===== config.mk =====
export PLATFORM = sky130hd
export DESIGN_NAME = zrle_blk_ctrl_flat
export DESIGN_NICKNAME = d
export VERILOG_FILES = /design/src/rtl/zrle_blk_ctrl_if.sv /design/src/rtl/zrle_blk_ctrl.sv /design/src/flat_wrapper.sv
export SDC_FILE = /design/constraint.sdc
export NUM_CORES = 1
export LEC_CHECK = 0
export CAP_MARGIN = 10
export CORE_ASPECT_RATIO = 0.75
export CORE_MARGIN = 2
export CORE_UTILIZATION = 40
export CTS_CLUSTER_DIAMETER = 150
export DETAILED_ROUTE_END_ITERATION = 6
export MAX_ROUTING_LAYER = met4
export PLACE_DENSITY = 0.6
export SLEW_MARGIN = 0
export SYNTH_ARGS = -nofsm -noshare
export SYNTH_HDL_FRONTEND = slang
export SYNTH_SLANG_ARGS = --single-unit

===== constraint.sdc =====
create_clock -name clk_i -period 4.21 [get_ports clk_i]
set_input_delay 1.263 -clock clk_i [delete_from_list [all_inputs] [get_ports clk_i]]
set_output_delay 1.263 -clock clk_i [all_outputs]
set_load 0.005 [all_outputs]

===== src/rtl/zrle_blk_ctrl_if.sv =====
// Handshake bundle between the block sequencer, its upstream flag source and
// the attached zrle encoder.
//   slave  : zrle_blk_ctrl side (receives start/flags, drives zrle controls)
//   master : environment side (drives start/flags, models zrle and downstream)
// Optional macro ZRLE_BLK_CTRL_PERF_EN adds cyc_cnt_o and stall_cnt_o.
interface zrle_blk_ctrl_if #(
  parameter int unsigned BLK_LEN_W = 16,
  parameter int unsigned WCNT_W    = 16
);
  logic                 start_i;
  logic [BLK_LEN_W-1:0] blk_len_i;
  logic                 busy_o;
  logic                 done_o;
  logic [WCNT_W-1:0]    word_cnt_o;
  logic                 nz_i;
  logic                 vld_i;
  logic                 rdy_o;
  logic                 zrle_is_one_o;
  logic                 zrle_flush_o;
  logic                 zrle_vld_o;
  logic                 zrle_rdy_i;
  logic                 zrle_idle_i;
  logic                 zrle_dvld_i;
  logic                 zrle_drdy_i;
`ifdef ZRLE_BLK_CTRL_PERF_EN
  logic [31:0]          cyc_cnt_o;
  logic [31:0]          stall_cnt_o;
`endif

  modport slave (
    input  start_i, blk_len_i, nz_i, vld_i,
    input  zrle_rdy_i, zrle_idle_i, zrle_dvld_i, zrle_drdy_i,
    output busy_o, done_o, word_cnt_o, rdy_o,
    output zrle_is_one_o, zrle_flush_o, zrle_vld_o
`ifdef ZRLE_BLK_CTRL_PERF_EN
    , output cyc_cnt_o, stall_cnt_o
`endif
  );

  modport master (
    output start_i, blk_len_i, nz_i, vld_i,
    output zrle_rdy_i, zrle_idle_i, zrle_dvld_i, zrle_drdy_i,
    input  busy_o, done_o, word_cnt_o, rdy_o,
    input  zrle_is_one_o, zrle_flush_o, zrle_vld_o
`ifdef ZRLE_BLK_CTRL_PERF_EN
    , input cyc_cnt_o, stall_cnt_o
`endif
  );
endinterface


===== src/rtl/zrle_blk_ctrl.sv =====
// Block sequencer for one zrle encoder instance. Accepts a block length,
// forwards upstream nonzero flags into zrle, raises flush on the last element,
// waits for zrle to drain to idle, then pulses done_o. Counts encoded words
// leaving zrle (saturating) and holds the count until the next start.
//
// Ports
//   clk_i  : clock
//   rst_i  : synchronous active-high reset (zrle shares it)
//   bus    : zrle_blk_ctrl_if.slave
//            start_i/blk_len_i in, busy_o/done_o/word_cnt_o out,
//            nz_i/vld_i in, rdy_o out (upstream element handshake),
//            zrle_is_one_o/zrle_flush_o/zrle_vld_o out, zrle_rdy_i/zrle_idle_i in,
//            zrle_dvld_i/zrle_drdy_i in (zrle output handshake, snooped)
// Optional macro ZRLE_BLK_CTRL_PERF_EN adds cyc_cnt_o (start..done inclusive)
// and stall_cnt_o (RUN cycles with vld_i high and zrle not ready).
//
// state | meaning
// IDLE  | waiting for start_i; upstream blocked
// RUN   | passing elements into zrle; flush on element len_q
// DRAIN | flush taken, waiting for zrle_idle_i
// DONE  | one-cycle done_o pulse, back to IDLE
module zrle_blk_ctrl #(
  parameter int unsigned BLK_LEN_W = 16,
  parameter int unsigned WCNT_W    = 16
) (
  input  logic           clk_i,
  input  logic           rst_i,
  zrle_blk_ctrl_if.slave bus
);

  typedef enum logic [1:0] {IDLE, RUN, DRAIN, DONE} state_t;

  state_t               state_q;
  logic [BLK_LEN_W-1:0] len_q;
  logic [BLK_LEN_W-1:0] elem_cnt_q;
  logic [WCNT_W-1:0]    word_cnt_q;
  logic                 busy_q;
  logic                 done_q;

  logic in_run;
  logic last_elem;
  logic elem_acc;
  logic word_hs;

  assign in_run    = (state_q == RUN);
  assign last_elem = (elem_cnt_q == len_q);
  assign elem_acc  = in_run & bus.vld_i & bus.zrle_rdy_i;
  // Words can still leave zrle after the flush handshake, so DRAIN counts too.
  assign word_hs   = ((state_q == RUN) || (state_q == DRAIN)) & bus.zrle_dvld_i & bus.zrle_drdy_i;

  assign bus.rdy_o         = in_run & bus.zrle_rdy_i;
  assign bus.zrle_vld_o    = in_run & bus.vld_i;
  assign bus.zrle_is_one_o = in_run & bus.nz_i;
  assign bus.zrle_flush_o  = in_run & last_elem;

  assign bus.busy_o     = busy_q;
  assign bus.done_o     = done_q;
  assign bus.word_cnt_o = word_cnt_q;

  always_ff @(posedge clk_i) begin
    if (rst_i) begin
      state_q    <= IDLE;
      len_q      <= '0;
      elem_cnt_q <= '0;
      word_cnt_q <= '0;
      busy_q     <= 1'b0;
      done_q     <= 1'b0;
    end else begin
      done_q <= 1'b0;
      if (word_hs && (word_cnt_q != '1)) begin
        word_cnt_q <= word_cnt_q + WCNT_W'(1);
      end
      case (state_q)
        IDLE: begin
          if (bus.start_i) begin
            len_q      <= bus.blk_len_i;
            elem_cnt_q <= '0;
            word_cnt_q <= '0;
            busy_q     <= 1'b1;
            state_q    <= RUN;
          end
        end
        RUN: begin
          if (elem_acc) begin
            elem_cnt_q <= elem_cnt_q + BLK_LEN_W'(1);
            if (last_elem) begin
              state_q <= DRAIN;
            end
          end
        end
        DRAIN: begin
          // Only entered on the flush edge, so idle seen here is post-flush idle.
          if (bus.zrle_idle_i) begin
            state_q <= DONE;
            done_q  <= 1'b1;
          end
        end
        DONE: begin
          busy_q  <= 1'b0;
          state_q <= IDLE;
        end
        default: state_q <= IDLE;
      endcase
    end
  end

`ifdef ZRLE_BLK_CTRL_PERF_EN
  logic [31:0] cyc_cnt_q;
  logic [31:0] stall_cnt_q;

  assign bus.cyc_cnt_o   = cyc_cnt_q;
  assign bus.stall_cnt_o = stall_cnt_q;

  always_ff @(posedge clk_i) begin
    if (rst_i) begin
      cyc_cnt_q   <= '0;
      stall_cnt_q <= '0;
    end else if ((state_q == IDLE) && bus.start_i) begin
      // The accepting cycle itself is the first counted cycle.
      cyc_cnt_q   <= 32'd1;
      stall_cnt_q <= '0;
    end else begin
      if ((state_q != IDLE) && (cyc_cnt_q != '1)) begin
        cyc_cnt_q <= cyc_cnt_q + 32'd1;
      end
      if (in_run && bus.vld_i && !bus.zrle_rdy_i && (stall_cnt_q != '1)) begin
        stall_cnt_q <= stall_cnt_q + 32'd1;
      end
    end
  end
`endif

endmodule


===== src/flat_wrapper.sv =====
// flat-port wrapper written by rule: the top's interface ports become plain ports
module zrle_blk_ctrl_flat 
#(
  parameter int unsigned BLK_LEN_W = 16,
  parameter int unsigned WCNT_W    = 16
)
  (clk_i, rst_i, bus_start_i, bus_blk_len_i, bus_nz_i, bus_vld_i, bus_zrle_rdy_i, bus_zrle_idle_i, bus_zrle_dvld_i, bus_zrle_drdy_i, bus_busy_o, bus_done_o, bus_word_cnt_o, bus_rdy_o, bus_zrle_is_one_o, bus_zrle_flush_o, bus_zrle_vld_o);
  zrle_blk_ctrl_if #(.BLK_LEN_W(BLK_LEN_W), .WCNT_W(WCNT_W)) bus_i ();
  input  logic clk_i;
  input  logic rst_i;
  input wire logic [$bits(bus_i.start_i)-1:0] bus_start_i;
  input wire logic [$bits(bus_i.blk_len_i)-1:0] bus_blk_len_i;
  input wire logic [$bits(bus_i.nz_i)-1:0] bus_nz_i;
  input wire logic [$bits(bus_i.vld_i)-1:0] bus_vld_i;
  input wire logic [$bits(bus_i.zrle_rdy_i)-1:0] bus_zrle_rdy_i;
  input wire logic [$bits(bus_i.zrle_idle_i)-1:0] bus_zrle_idle_i;
  input wire logic [$bits(bus_i.zrle_dvld_i)-1:0] bus_zrle_dvld_i;
  input wire logic [$bits(bus_i.zrle_drdy_i)-1:0] bus_zrle_drdy_i;
  output wire logic [$bits(bus_i.busy_o)-1:0] bus_busy_o;
  output wire logic [$bits(bus_i.done_o)-1:0] bus_done_o;
  output wire logic [$bits(bus_i.word_cnt_o)-1:0] bus_word_cnt_o;
  output wire logic [$bits(bus_i.rdy_o)-1:0] bus_rdy_o;
  output wire logic [$bits(bus_i.zrle_is_one_o)-1:0] bus_zrle_is_one_o;
  output wire logic [$bits(bus_i.zrle_flush_o)-1:0] bus_zrle_flush_o;
  output wire logic [$bits(bus_i.zrle_vld_o)-1:0] bus_zrle_vld_o;
  assign bus_i.start_i = bus_start_i;
  assign bus_i.blk_len_i = bus_blk_len_i;
  assign bus_i.nz_i = bus_nz_i;
  assign bus_i.vld_i = bus_vld_i;
  assign bus_i.zrle_rdy_i = bus_zrle_rdy_i;
  assign bus_i.zrle_idle_i = bus_zrle_idle_i;
  assign bus_i.zrle_dvld_i = bus_zrle_dvld_i;
  assign bus_i.zrle_drdy_i = bus_zrle_drdy_i;
  assign bus_busy_o = bus_i.busy_o;
  assign bus_done_o = bus_i.done_o;
  assign bus_word_cnt_o = bus_i.word_cnt_o;
  assign bus_rdy_o = bus_i.rdy_o;
  assign bus_zrle_is_one_o = bus_i.zrle_is_one_o;
  assign bus_zrle_flush_o = bus_i.zrle_flush_o;
  assign bus_zrle_vld_o = bus_i.zrle_vld_o;
  zrle_blk_ctrl #(.BLK_LEN_W(BLK_LEN_W), .WCNT_W(WCNT_W)) u_core (.clk_i(clk_i), .rst_i(rst_i), .bus(bus_i));
endmodule

==> reports/qor.txt, run 1 <==
CP most frequent cell - clkdlybuf4s50_1
CTS Hold Bufs - 0
Max_slew headroom - 54.9%
Initial Utilization - 42.0%
First-pass GRT wire length - 10.8 mm
Port bufs - 46
Num CTS Buffers - 5
Worst-path cell chain - clkdlybuf4s50_1 -> and2_1 -> clkdlybuf4s50_1
GRT Residual Overflow - 0
Fmax - 277 MHz
Sequential power share - 46.2%
Wire per inst - 14.8 µm
Vias - 2483
P_leak - 0.00113 µW
Yosys reg bits - 52
Post-CTS setup buffer count - 0
CP Capture Type - output pin
Detailed Route WL - 6.61 mm
VDD IR max - 0.178 mV
Pre-CTS setup slack - 600 ps
Setup TNS - 0 ps
Clock power frac - 23.3%
Drt pass-1 iters - 4
H-tree level count - 2
DP HPWL - 4.83 mm
Worst EP required - 2950 ps
Clock skew - 13.5 ps
Worst skew pair latency - 310 ps
Chip width - 98.5 µm
Ys flop type - dfxtp_1
Yosys cell types - 42
Hold EP - u_core.len_q[9]
Reg2Reg Capture Point - u_core.elem_cnt_q[13]
Syn_nets - 352
Area Growth Syn to Fin - 24.4%
RR Startpoint - u_core.state_q[1]
Post-cts gate resize count - 0
Final Cycle Share - 85.8%
Gr usage total - 18.8%
Routed vias/inst - 5.54
Worst min-delay path class - register to register
Synth area leaders - dfxtp_1, nand2_1, xnor2_1, a21oi_1, ha_1
Fill count - 628
CP Data Arrival Time - 2350 ps
Die Area - 7380 µm²
Die Ht - 74.9 µm
Tot Pwr - 1250 µW
# setup viols final - 0
Internal - 836 µW
Switching Fraction - 33.2%
Final hold violation count - 0
Final min period - 3610 ps
Synth top area share - 38.8%
Largest net degree at the start of global routing - 24
CTS Sinks - 52
Cell depth of the worst flop-to-flop path - 7
Core Area - 6380 µm²
Switching power - 415 µW
Row Count - 25
Status - finished, final reports clean
Antenna Nets Post-Route - 0
Residual DRC count - 0
Layout cells sized above 1 - 5.45%
Seq/Total Area, Yosys - 38.8%
Clk slew on worst S/H paths - 100 ps
Startpoint types - input port
Crit-path max cell delay - 490 ps
Max cap viols - 0
Crit-path max FO - 2
Clock root buffer - clkbuf_8
Async SR Flop Fraction - 0%
N_diodes - 0
Top post-synthesis cells by count - dfxtp_1, nand2_1, a21oi_1
Hold path cells - 2
Max Slew Vio Count - 0
Power per cell area - 375 nW/µm²
Vias in the first global route - 2115
Antenna violations before repair - 0
Placer Congestion - 0.850
Top-level port count - 47
Final WS setup - 599 ps
Mapped Avg Cell Area - 8.35 µm²
R2R setup slack - 1710 ps
RSZ-0062 raised after global routing - no
CP max-delay cell - clkdlybuf4s50_1
Final #Nets - 397
Worst Tran Pin Value - 670 ps
Combinational power share - 30.5%
Yosys warning count - 0
DRT iter0 DRCs - 121
CTS tree - yes
Mapped Cells - 321
Post-synth top area cell - dfxtp_1
Post-Syn Area - 2680 µm²
Hold Crit Start - u_core.len_q[9]
Post-synth EDFFs - 0
Clock Tree Buf Depth - 2
Crit Path Class - input port to output pin
-- placed cells by master (no fill, tap or decap), types with 2 or more instances in the layout --
| cell type | instances |
|---|---|
| o31a_1 | 4 |
| clkdlybuf4s50_1 | 46 |
| nor2_1 | 17 |
| and2_1 | 5 |
| o41ai_1 | 6 |
| or4_1 | 7 |
| a211oi_1 | 2 |
| nand4_1 | 12 |
| a31oi_1 | 3 |
| nand3_1 | 10 |
| xnor2_1 | 21 |
| buf_4 | 10 |
| nor2b_1 | 2 |
| and4_1 | 5 |
| nand2b_1 | 2 |
| o31ai_1 | 8 |
| and3_1 | 5 |
| nor4b_1 | 6 |
| o21ai_0 | 8 |
| o211ai_1 | 3 |
| or3_1 | 7 |
| o311ai_0 | 8 |
| nor4_1 | 4 |
| clkbuf_8 | 5 |
| inv_1 | 6 |
| dfxtp_1 | 52 |
| nand2_1 | 52 |
| ha_1 | 6 |
| a41o_1 | 3 |
| a21oi_1 | 26 |
| mux2i_1 | 3 |
-- worst max-delay path: cells and delay by family --
family                 cells  cell delay [ps]
and+or+nand+nor            1              130
buffers and inverters      2              950
-- final cells by class --
cell class                      count  area, µm²  area share [%]
Sequential cell                    52       1040            31.2
Inverter                            6       22.5           0.676
Multi-Input combinational cell    245       1540            46.3
Clock buffer                        6       72.6            2.18
Clock inverter                      2       16.3           0.488
Timing Repair Buffer               56        536            16.1
Tap cell                           81        101            3.04
-- worst max path at each step --
| stage | from | to | slack, ps | cells past startpoint |
|---|---|---|---|---|
| 3_5_place_dp | bus_vld_i | bus_zrle_vld_o | 600 | 3 |
| 2_1_floorplan | u_core.elem_cnt_q[7] | bus_zrle_flush_o | 1520 | 5 |
| 3_3_place_gp | bus_vld_i | bus_zrle_vld_o | 610 | 3 |
| 5_1_grt | bus_zrle_rdy_i | bus_rdy_o | 560 | 3 |
| 6_report | bus_vld_i | bus_zrle_vld_o | 600 | 3 |
| 4_1_cts | bus_vld_i | bus_zrle_vld_o | 600 | 3 |
-- state kept, by name, summed over array words and instances, names as in the netlist --
| signal | cells |
|---|---|
| u_core.bus.word_cnt_o | 16 |
| u_core.elem_cnt_q | 16 |
| u_core.len_q | 16 |
| u_core.state_q | 2 |
| u_core.bus.busy_o | 1 |
| u_core.bus.done_o | 1 |
-- layer usage --
metal	routed length (µm)	share of wire, %	vias up	GRT usage (%)
met3	394	6.0	2	3.71
met1	3710	56	1139	29.9
li1	-	-	1270	-
met5	0	0	-	-
met2	2490	38	72	23.8
met4	23	0.35	0	3.81
-- through the flow --
stage	utilization [%]	cell area [µm²]	hold WS, ps	cells
2_1_floorplan	-	2680	449	321
3_3_place_gp	50.8	3240	460	440
5_1_grt	52.2	3330	503	448
6_report	52.2	3330	476	448
3_5_place_dp	50.8	3240	467	440
4_1_cts	52.2	3330	480	448
-- power by group through the flow --
stage / Clock [µW] / Sequential, µW / Combinational (µW)
detailed placement: 0 / 591 / 384
finish: 291 / 578 / 382
global route: 313 / 585 / 429
floorplan: 0 / 580 / 256
CTS: 299 / 579 / 385
global placement: 0 / 590 / 377
-- cell families after synthesis --
| family | count (synthesis) | share of synthesized area, % |
|---|---|---|
| simple gates | 138 | 27.0 |
| compound gates | 75 | 19.0 |
| flops | 52 | 38.8 |
| buf+inv | 24 | 3.55 |
| xor+xnor | 22 | 7.19 |
| fa+ha+maj | 6 | 2.80 |
| mux | 4 | 1.63 |
Note: power is estimated with default switching activity, not from simulation.
==> inputs of run 2 (changes only) <==
Settings changed: CTS_CLUSTER_DIAMETER 150 to not set, RECOVER_POWER set to 50, SLEW_MARGIN 0 to not set.
==> reports/qor.txt, run 2 (synthesis gave the netlist of run 1 again) <==
Largest net degree at the start of global routing - 24 (unchanged)
CP top delay family - buffers and inverters (unchanged)
VDD IR max - 0.179 mV (was 0.178 mV)
Final min period - 3610 ps (about the same)
Max cap viols - 0 (unchanged)
Final WS setup - 599 ps (about the same)
Vias - 2480 (was 2483)
Initial Utilization - 42.0% (unchanged)
Fmax - 277 MHz (unchanged)
Routed vias/inst - 5.54 (about the same)
CP max-delay cell - clkdlybuf4s50_1 (unchanged)
Post-CTS setup buffer count - 0 (unchanged)
Detailed Route WL - 6.59 mm (was 6.61 mm)
Final cell area excluding filler cells - 3330 µm² (about the same)
Antenna violations before repair - 0 (unchanged)
Worst EP required - 2950 ps (about the same)
Clk slew on worst S/H paths - 100 ps (about the same)
Met2 Resource Use GR - 23.8% (unchanged)
P_leak - 0.00117 µW (was 0.00113 µW)
Startpoint types - input port (unchanged)
DRT iter0 DRCs - 148 (was 121)
Top-level port count - 47 (unchanged)
Pre-CTS setup slack - 600 ps (unchanged)
Reg2Reg Capture Point - u_core.elem_cnt_q[13] (unchanged)
Vias in the first global route - 2115 (unchanged)
R2R setup slack - 1710 ps (about the same)
CTS Sinks - 52 (unchanged)
Num CTS Buffers - 5 (unchanged)
Wire per inst - 14.7 µm (was 14.8 µm)
Setup TNS - 0 ps (unchanged)
# setup viols final - 0 (unchanged)
Clock root buffer - clkbuf_8 (unchanged)
First-pass GRT wire length - 10.8 mm (unchanged)
Worst-path cell chain - clkdlybuf4s50_1 -> and2_1 -> clkdlybuf4s50_1 (unchanged)
CP Capture Type - output pin (unchanged)
RR Startpoint - u_core.state_q[1] (unchanged)
Residual DRC count - 0 (unchanged)
Drt pass-1 iters - 4 (unchanged)
Setup crit start - bus_vld_i (unchanged)
Die Area - 7380 µm² (unchanged)
Core Area - 6380 µm² (unchanged)
Final Cycle Share - 85.8% (about the same)
RSZ-0062 raised after global routing - no (unchanged)
Worst skew pair latency - 310 ps (about the same)
CP Data Arrival Time - 2350 ps (about the same)
Clock Tree Buf Depth - 2 (unchanged)
Antenna Nets Post-Route - 0 (unchanged)
Crit Path Class - input port to output pin (unchanged)
CTS tree - yes (unchanged)
Most Crowded Layer GR - met1 (unchanged)
Status - finished, final reports clean (unchanged)
Area Growth Syn to Fin - 24.1% (was 24.4%)
Final #Nets - 397 (unchanged)
CP most frequent cell - clkdlybuf4s50_1 (unchanged)
Power per cell area - 375 nW/µm² (about the same)
Placer Congestion - 0.850 (unchanged)
Crit-path max cell delay - 490 ps (about the same)
Die Ht - 74.9 µm (unchanged)
Layout cells sized above 1 - 4.90% (was 5.45%)
Worst min-delay path class - register to register (unchanged)
Met3 usage - 3.71% (unchanged)
Max Slew Vio Count - 0 (unchanged)
N_diodes - 0 (unchanged)
CTS Hold Bufs - 0 (unchanged)
DP HPWL - 4.83 mm (unchanged)
GRT Residual Overflow - 0 (unchanged)
Post-cts gate resize count - 0 (unchanged)
Most frequent cells in the layout - nand2_1, dfxtp_1, clkdlybuf4s50_1 (unchanged)
Levels on crit path - 3 (unchanged)
Crit path to - bus_zrle_vld_o (unchanged)
Crit-path max FO - 2 (unchanged)
Worst Tran Pin Value - 972 ps (was 670 ps)
Max_slew headroom - 35.2% (was 54.9%)
Placed cell areas - 3240 µm² (unchanged)
Cell depth of the worst flop-to-flop path - 7 (unchanged)
Row Count - 25 (unchanged)
Chip width - 98.5 µm (unchanged)
H-tree level count - 2 (unchanged)
Final hold violation count - 0 (unchanged)
Clock skew - 15.5 ps (was 13.5 ps)
Gr usage total - 18.8% (unchanged)
Grt met1 use - 29.9% (unchanged)
Port bufs - 46 (unchanged)
Worst Path Buf+Inv - 2 (unchanged)
[run 2: power by group]
group	switching, µW	internal, µW
combinational	203	175
clock	172	119
sequential	39.8	538
[run 2: layout make-up]
cell class | count | area, µm²
Sequential cell | 52 | 1040
Fill cell | 630 | 3060
Clock buffer | 6 | 72.6
Timing Repair Buffer | 56 | 528
Multi-Input combinational cell | 245 | 1540
Inverter | 6 | 22.5
Tap cell | 81 | 101
Clock inverter | 2 | 16.3
[run 2: worst min path at each step]
stage,start,endpoint,slack (ps),cells past startpoint
floorplan,u_core.len_q[0],u_core.len_q[0],450,2
global placement,u_core.len_q[12],u_core.len_q[12],460,2
detailed placement,u_core.len_q[9],u_core.len_q[9],470,2
CTS,u_core.len_q[9],u_core.len_q[9],480,2
global route,u_core.len_q[6],u_core.len_q[6],500,2
finish,u_core.len_q[9],u_core.len_q[9],480,2
[run 2: stage by stage]
step	total power, µW	instances	utilization (%)	hold slack, ps
after floorplan	836	321	-	449
after global placement	966	440	50.8	460
after detailed placement	975	440	50.8	467
after CTS	1260	448	52.2	480
after global routing	1320	448	52.1	503
final	1250	448	52.1	476
[run 2: per-layer routing]
metal,share of wire [%],vias to the layer above
met1,56,1129
met5,0,-
met4,0.35,0
li1,-,1274
met3,5.9,2
met2,38,75
[run 2: tightest hold or removal path, stage by stage, from the launching register on]
cell and delay [ps]:
dfxtp_1 330, nand2_1 50, a21oi_1 50
==> inputs of run 3 (changes only) <==
Settings changed: GPL_TIMING_DRIVEN set to 1, SKIP_LAST_GASP set to 1.
==> results of run 3 <==
Final layout, timing and power as in run 2 (identical DEF).
